File: src/rtl/i2c_cmd_sequencer.sv
// Command FIFO and one-at-a-time issue engine in front of i2c_master, with a valid/ready response port.
// Optional busy-wait timeout is compiled in when I2C_SEQ_TIMEOUT_EN is defined.
module i2c_cmd_sequencer #(
    parameter int unsigned DEPTH          = 8,
    parameter int unsigned TIMEOUT_CYCLES = 65535
) (
    input  logic                    clk,
    input  logic                    reset,
    // host command port
    input  logic                    cmd_valid,
    output logic                    cmd_ready,
    input  logic                    cmd_rw,
    input  logic [6:0]              cmd_chip_addr,
    input  logic [7:0]              cmd_reg_addr,
    input  logic [15:0]             cmd_data,
    // host response port
    output logic                    rsp_valid,
    input  logic                    rsp_ready,
    output logic                    rsp_rw,
    output logic [15:0]             rsp_data,
    output logic [3:0]              rsp_status,
    output logic                    rsp_err,
    // i2c_master side
    output logic [6:0]              m_chip_addr,
    output logic [7:0]              m_reg_addr,
    output logic [15:0]             m_data_in,
    output logic                    m_write_en,
    output logic                    m_read_en,
    input  logic                    m_busy,
    input  logic [3:0]              m_status,
    input  logic [15:0]             m_data_out,
    // status
    output logic [$clog2(DEPTH):0]  fifo_count,
    output logic                    idle
);

    localparam int unsigned AW = $clog2(DEPTH);

    typedef enum logic [2:0] {StIdle, StIssue, StGap, StWait, StResp} state_e;

    state_e         state_q;
    logic [31:0]    mem_q [DEPTH];
    logic [AW-1:0]  wr_ptr_q;
    logic [AW-1:0]  rd_ptr_q;
    logic [AW:0]    count_q;
    logic           full;
    logic           empty;
    logic           push;
    logic           pop;
    logic [31:0]    head;
    logic           rw_q;
    logic [3:0]     cap_status_q;
    logic [15:0]    cap_data_q;

`ifdef I2C_SEQ_TIMEOUT_EN
    localparam int unsigned TW = $clog2(TIMEOUT_CYCLES + 1);
    logic [TW-1:0]  to_cnt_q;
    logic           cap_err_q;
`else
    assign rsp_err = 1'b0;
`endif

    assign full       = (count_q == (AW + 1)'(DEPTH));
    assign empty      = (count_q == '0);
    assign cmd_ready  = !full;
    assign push       = cmd_valid && !full;
    assign pop        = (state_q == StIdle) && !empty && !m_busy;
    assign head       = mem_q[rd_ptr_q];
    assign fifo_count = count_q;
    assign idle       = (state_q == StIdle) && empty && !rsp_valid;

    // Storage needs no reset: the count alone decides which entries are live.
    always_ff @(posedge clk) begin
        if (push) begin
            mem_q[wr_ptr_q] <= {cmd_rw, cmd_chip_addr, cmd_reg_addr, cmd_data};
        end
    end

    always_ff @(posedge clk or negedge reset) begin
        if (!reset) begin
            wr_ptr_q <= '0;
            rd_ptr_q <= '0;
            count_q  <= '0;
        end else begin
            if (push) begin
                wr_ptr_q <= wr_ptr_q + 1'b1;
            end
            if (pop) begin
                rd_ptr_q <= rd_ptr_q + 1'b1;
            end
            unique case ({push, pop})
                2'b10:   count_q <= count_q + 1'b1;
                2'b01:   count_q <= count_q - 1'b1;
                default: count_q <= count_q;
            endcase
        end
    end

    always_ff @(posedge clk or negedge reset) begin
        if (!reset) begin
            state_q      <= StIdle;
            rw_q         <= 1'b0;
            m_chip_addr  <= '0;
            m_reg_addr   <= '0;
            m_data_in    <= '0;
            m_write_en   <= 1'b0;
            m_read_en    <= 1'b0;
            cap_status_q <= '0;
            cap_data_q   <= '0;
            rsp_valid    <= 1'b0;
            rsp_rw       <= 1'b0;
            rsp_data     <= '0;
            rsp_status   <= '0;
`ifdef I2C_SEQ_TIMEOUT_EN
            rsp_err      <= 1'b0;
            cap_err_q    <= 1'b0;
            to_cnt_q     <= '0;
`endif
        end else begin
            // Consumed response drops here unless StResp reloads it below.
            if (rsp_ready) begin
                rsp_valid <= 1'b0;
            end
            unique case (state_q)
                StIdle: begin
                    if (pop) begin
                        rw_q        <= head[31];
                        m_chip_addr <= head[30:24];
                        m_reg_addr  <= head[23:16];
                        m_data_in   <= head[15:0];
                        m_write_en  <= !head[31];
                        m_read_en   <= head[31];
                        state_q     <= StIssue;
                    end
                end
                StIssue: begin
                    m_write_en <= 1'b0;
                    m_read_en  <= 1'b0;
                    state_q    <= StGap;
                end
                StGap: begin
`ifdef I2C_SEQ_TIMEOUT_EN
                    to_cnt_q <= '0;
`endif
                    state_q  <= StWait;
                end
                StWait: begin
                    if (!m_busy) begin
                        cap_status_q <= m_status;
                        cap_data_q   <= rw_q ? m_data_out : 16'h0000;
`ifdef I2C_SEQ_TIMEOUT_EN
                        cap_err_q    <= 1'b0;
`endif
                        state_q      <= StResp;
                    end
`ifdef I2C_SEQ_TIMEOUT_EN
                    else if (to_cnt_q == TW'(TIMEOUT_CYCLES - 1)) begin
                        cap_status_q <= m_status;
                        cap_data_q   <= 16'h0000;
                        cap_err_q    <= 1'b1;
                        state_q      <= StResp;
                    end else begin
                        to_cnt_q <= to_cnt_q + 1'b1;
                    end
`endif
                end
                StResp: begin
                    if (!rsp_valid || rsp_ready) begin
                        rsp_valid  <= 1'b1;
                        rsp_rw     <= rw_q;
                        rsp_data   <= cap_data_q;
                        rsp_status <= cap_status_q;
`ifdef I2C_SEQ_TIMEOUT_EN
                        rsp_err    <= cap_err_q;
`endif
                        state_q    <= StIdle;
                    end
                end
                default: state_q <= StIdle;
            endcase
        end
    end

endmodule
File: config.mk
export PLATFORM = sky130hd
export DESIGN_NAME = i2c_cmd_sequencer
export DESIGN_NICKNAME = d
export VERILOG_FILES = /design/src/rtl/i2c_cmd_sequencer.sv
export SDC_FILE = /design/constraint.sdc
export NUM_CORES = 1
export LEC_CHECK = 0
export BUFFER_PORTS_ARGS = -buffer_cell sky130_fd_sc_hd__buf_2
export CELL_PAD_IN_SITES_DETAIL_PLACEMENT = 1
export CELL_PAD_IN_SITES_GLOBAL_PLACEMENT = 2
export CORE_ASPECT_RATIO = 1.4
export CORE_UTILIZATION = 33
export CTS_BUF_LIST = sky130_fd_sc_hd__clkbuf_8
export DETAILED_ROUTE_END_ITERATION = 10
export PLACE_DENSITY_LB_ADDON = 0.2
export SLEW_MARGIN = 15
export SYNTH_ARGS = -nofsm -noshare
export SYNTH_HDL_FRONTEND = slang
export SYNTH_SLANG_ARGS = --single-unit
File: constraint.sdc
create_clock -name clk -period 4 [get_ports clk]
set_clock_uncertainty 0.2 [all_clocks]
set_input_delay 0.2 -clock clk [delete_from_list [all_inputs] [get_ports clk]]
set_output_delay 0.2 -clock clk [all_outputs]
set_load 0.1 [all_outputs]
### Word level (Yosys, flattened, before mapping)

Memories as Yosys holds them, arrays and structs flattened.
Cells that the tools add are included.

| word-level totals | value |
|---|---|
| register bits after elaboration | 89 |
| bits in latches | 0 |
| bits in writable memories | 256 |
| memory bits (read-only) | 0 |
| logic and storage cells | 67 |
| memories kept | 1 |

Memories:

| name | depth | bits a word | rd ports | clocked after Yosys merged registers in | write ports | RTL line | source |
|---|---|---|---|---|---|---|---|
| mem_q | 8 | 32 | 1 | 0 | 1 | 42 | `logic [31:0] mem_q [DEPTH];` |

| operators by class | value |
|---|---|
| add/subtract/negate cells | 4 |
| $mul | 0 |
| div/mod/pow operators | 0 |
| order comparisons | 0 |
| eq/ne operators | 10 |
| shift operators | 0 |
| multiplexer cells | 15 |
| bitwise operators | 1 |
| reductions and logical operators | 20 |

Operators by type and width:

| operator | number |
|---|---|
| $mux 16 | 1 |
| $pmux 3 s5 | 1 |
| $mux 3 | 3 |
| $pmux 4 s2 | 1 |
| $reduce_and 2->1 | 4 |
| $mux 1 | 7 |
| $add 3x1->3 const B | 2 |
| $eq 3x2->1 const B | 2 |
| $ne 2x2->1 const B | 3 |
| $logic_and 1x1->1 | 5 |
| $logic_not 1->1 | 5 |
| $add 4x1->4 const B | 1 |
| $eq 4x4->1 const B | 1 |
| $logic_not 4->1 | 1 |
| $pmux 1 s2 | 2 |
| $reduce_bool 2->1 | 2 |
| $sub 4x1->4 const B | 1 |
| $eq 3x1->1 const B | 1 |
| $eq 3x3->1 const B | 1 |
| $logic_not 3->1 | 1 |
| $reduce_and 3->1 | 1 |
| $eq 2x1->1 const B | 1 |
| $eq 2x2->1 const B | 1 |
| $logic_or 1x1->1 | 1 |
| $not 1->1 | 1 |

### Depth between registers and ports, before layout

| logic depth | value |
|---|---|
| depth after elaboration | 6 |
| mapped depth | 11 |
| depth with buffers taken out | 9 |

### Least setup slack after synthesis

Ideal clock, no wire load.

| timing | value |
|---|---|
| path kind | register -> register |
| start point | register count_q[1] (netlist: fifo_count[1]) |
| end point | memory mem_q[0][0] (enable) |
| library setup time | 461 ps |
| arrival | 4271 ps |
| required time | 3339 ps |
| setup slack | -932 ps |
| stages on the path, launching flop included | 5 |
| buffers on the path | 0 |
| path through | dfrtp_1 -> or4b_4 -> nand2_1 -> or2_2 -> nor3_1 |

| on the way | value |
|---|---|
| word-level cells in the longest chain between the ends | 5 |

Ends and longest elaborated chain:

| element | RTL line | source |
|---|---|---|
| from (decl) | 45 | `logic [AW:0] count_q;` |
| from (signal assigned) | 92 | `2'b10: count_q <= count_q + 1'b1;` |
| from (signal assigned) | 93 | `2'b01: count_q <= count_q - 1'b1;` |
| from (signal assigned) | 94 | `default: count_q <= count_q;` |
| $eq 4x4->1 | 63 | `assign full = (count_q == (AW + 1)'(DEPTH));` |
| $logic_not 1->1 | n/a |  |
| named net cmd_ready | 11 | `output logic cmd_ready,` |
| $logic_and 1x1->1 | 66 | `assign push = cmd_valid && !full;` |
| $mux 1 | 74 | `if (push) begin` |
| $mux 1 (not written as such) | 75 | `mem_q[wr_ptr_q] <= {cmd_rw, cmd_chip_addr, cmd_reg_addr, cmd_data};` |
| to (decl) | 42 |  |

The timed path passes the listed nets, and every way through them passes these cells.

### Worst setup path after layout

| timing | value |
|---|---|
| start point | register count_q[0] (netlist: fifo_count[0]) |
| end point | memory mem_q[4][30] (enable) |

| on the way | value |
|---|---|
| word-level cells in the longest chain between the ends | 5 |

Ends and longest elaborated chain:

| element | RTL line |
|---|---|
| $eq 4x4->1 | 63 |
| $logic_not 1->1 | 66 |
| $logic_and 1x1->1 | 66 |
| $mux 1 | 74 |
| $mux 1 (not written as such) | 75 |

Every way passes these cells.

==> flow_summary.toml <==
[clock_network]
cts_resized = 0
htree_levels = 2
clockBufferDepth = 3
cts_buffers = 51
clock_sinks = 345
tritoncts = "done"
root_buffer = "clkbuf_8"
path_clk_slew_ns = 0.07
clock_latency_ns = 0.60

[cells_and_area]
post_route_cells_drive_above_1_share = 0.328
final_area_sq_mm = 0.0160
final_nets = 956
final_util = 0.407
area_delta_synth_final_pct = 21.4
finalNonFillerCells = 1466

[global_routing]
grt_pass1_vias = 7678
grt_max_degree = 72
grt_pass1_wl_microns = 45200
antenna_found_initial = 2
gr-total-overflow = 0
grt_use_total = 0.149

[job]
maxCapViolCount = 0

[place]
dp.cells = 1313
hpwl_microns = 17700
io_buffers = 117
place_area_sq_mm = 0.0144
place_congestion = 0.735

[logic_synthesis]
syn-num-nets = 749
synth.most_common_cell = "edfxtp_1"
synth.top_cells.by_count = "256 x edfxtp_1, 89 x dfrtp_1, 61 x mux4_2"
yosys.area.top_type_share = 0.583
syn_inst = 687
synthArstFlopShare = 0.258
yosys.area.top_type = "edfxtp_1"
synth_cell_types = 42
synth.cell_area_sq_mm = 0.0132
synth_seq_cells = 345
ys_seq_area_frac = 0.752
ys_top_cells_by_area = "edfxtp_1 58%, dfrtp_1 17%, mux4_2 10%, mux2i_1 2.7%, mux2_2 2.3%"
syn_area_per_cell_sq_um = 19.2
yosys_warnings = 0
synth-edff-count = 256
synth-main-ff-cell = "edfxtp_1"

[critical_path]
criticalPathCategory = "flip-flop to flip-flop"
reg2reg_slack_ns = 1.09
worstPathMaxFanout = 24
cp-endpoint = "mem_q[4][30]$_DFFE_PP_"
max_stage_delay_ns = 0.71
cp_slowest_cell = "nor2_4"
reg2reg_from = "fifo_count[0]$_DFFE_PN0P_"
cp-end-kind = "flip-flop"
cp.required_ns = 4.09
start_kind = "flip-flop"
r2r_end = "mem_q[4][30]$_DFFE_PP_"
reg2reg_depth = 5
cp.arrival_ns = 2.99
cp-startpoint = "fifo_count[0]$_DFFE_PN0P_"
crit_chain = "or4b_4 -> nand2_1 -> or2_2 -> nor2_4 -> buf_4"

[die]
io_pins = 119
fp.dieH_microns = 239
coreArea_sq_mm = 0.0394
core.rowCount = 86
start_util = 0.335
dieArea_sq_mm = 0.0408
die_w_microns = 171

[power]
p_leak_uw = 0.00589
p_per_area_mw_per_mm2 = 824
power.total_uw = 13200
ir_worst_vdd_mv = 0.436

[detailed_routing]
viasPerCell = 4.65
routed_wl_microns = 29200
drt-pass1-iter-count = 4
drc = 0
vias = 6819
ant_nets = 0
drt_iter0_drc = 343
avgRoutedWirePerCell_microns = 19.9

[sta]
rsz0062_at_grt = "false"
tightest_slew_ns = 0.993
min_period_ns = 2.91
timing.slew.headroom = 0.338
max_freq_mhz = 344
hold_viol_final = 0
maxSlewViolCount = 0
setup_viol = 0
period_share = 0.727

[outcome]
outcome = "finished, final reports clean"

[min_path]
min_path_type = "primary input to async pin"
[worst min path at each step]
stage          start                    endpoint  slack [ns]  depth (start not counted)
3_5_place_dp   reset  m_chip_addr[5]$_DFFE_PN0P_        0.23                          1
2_1_floorplan  reset   cap_data_q[0]$_DFFE_PN0P_       -0.30                          0
5_1_grt        reset   m_data_in[14]$_DFFE_PN0P_        0.16                          2
4_1_cts        reset  m_chip_addr[5]$_DFFE_PN0P_        0.11                          2
3_3_place_gp   reset  m_chip_addr[1]$_DFFE_PN0P_        0.20                          1
6_report       reset  m_chip_addr[1]$_DFFE_PN0P_        0.09                          2
[layout by cell type, fill, tap and decap left out, types with 4 or more instances in the layout]
master,instances
dfrtp_1,86
nor2_1,37
edfxtp_1,256
dlygate4sd3_1,56
clkinv_1,12
clkbuf_8,59
xnor2_1,4
nand3_1,4
mux2_2,27
nor2_4,6
buf_4,16
ha_1,5
buf_2,116
mux2i_1,35
o21ai_0,18
nand2b_1,5
nand2_1,39
inv_1,15
mux4_2,61
a21oi_1,33
xor2_1,4
[sequential cells by signal, summed over array words and instances, names as in the netlist, 3 cells and up]
register,flops
rsp_data,16
mem_q,256
rd_ptr_q,3
m_reg_addr,8
wr_ptr_q,3
cap_status_q,4
rsp_status,4
fifo_count,4
m_data_in,16
state_q,3
m_chip_addr,7
cap_data_q,16
[final cells by class]
| type | instances | area, sq um |
|---|---|---|
| repair buffers | 189 | 1280 |
| clock inverters | 36 | 231 |
| well taps | 528 | 661 |
| diodes | 2 | 5.00 |
| clock buffers | 59 | 812 |
| flip-flops and latches | 345 | 9920 |
| fillers | 3940 | 23400 |
| inverters | 1 | 3.75 |
| multi-input cells | 306 | 3090 |
[routing by layer]
layer / part of all wire / global-route usage
met3: 0.042 / 0.0293
met2: 0.52 / 0.263
met4: 0.023 / 0.0506
met1: 0.42 / 0.180
met5: 0 / 0
[critical path: cells and delay by family, from the launching register on]
family,cells,cell delay (ns)
simple gates,4,1.49
flops,1,0.54
buf+inv,1,0.34
[timing repair]
| action | 4_1_cts | 5_1_grt |
|---|---|---|
| setup endpoints to repair | 0 | 0 |
| buffers inserted | 0 | 0 |
| hold buffers | 56 | 0 |
| endpoints found under the hold margin | 366 | 0 |
[cell families after synthesis]
logic type	count (synthesis)	synth area share
xor gates and xnor gates	8	0.00531
adders and majority gates	5	0.00474
DFF	345	0.752
muxes	125	0.157
and+or+nand+nor	111	0.0398
other	1	0.000284
AOI/OAI and AO/OA	56	0.0223
buffers and inverters	36	0.0194
[stage by stage]
step / hold WS (ns) / worst slack, ns / TNS, ns
2_1_floorplan: -0.296 / -0.0551 / -5.29
3_3_place_gp: 0.202 / 1.18 / 0
3_5_place_dp: 0.227 / 1.05 / 0
4_1_cts: 0.109 / 1.02 / 0
5_1_grt: 0.158 / 0.869 / 0
6_report: 0.0869 / 1.09 / 0
[power breakdown]
part,total [uW],switching (uW),internal [uW]
registers,5330,658,4670
logic,4980,3520,1470
clock network,2890,1340,1540
Power figures use the tool's default switching activity.
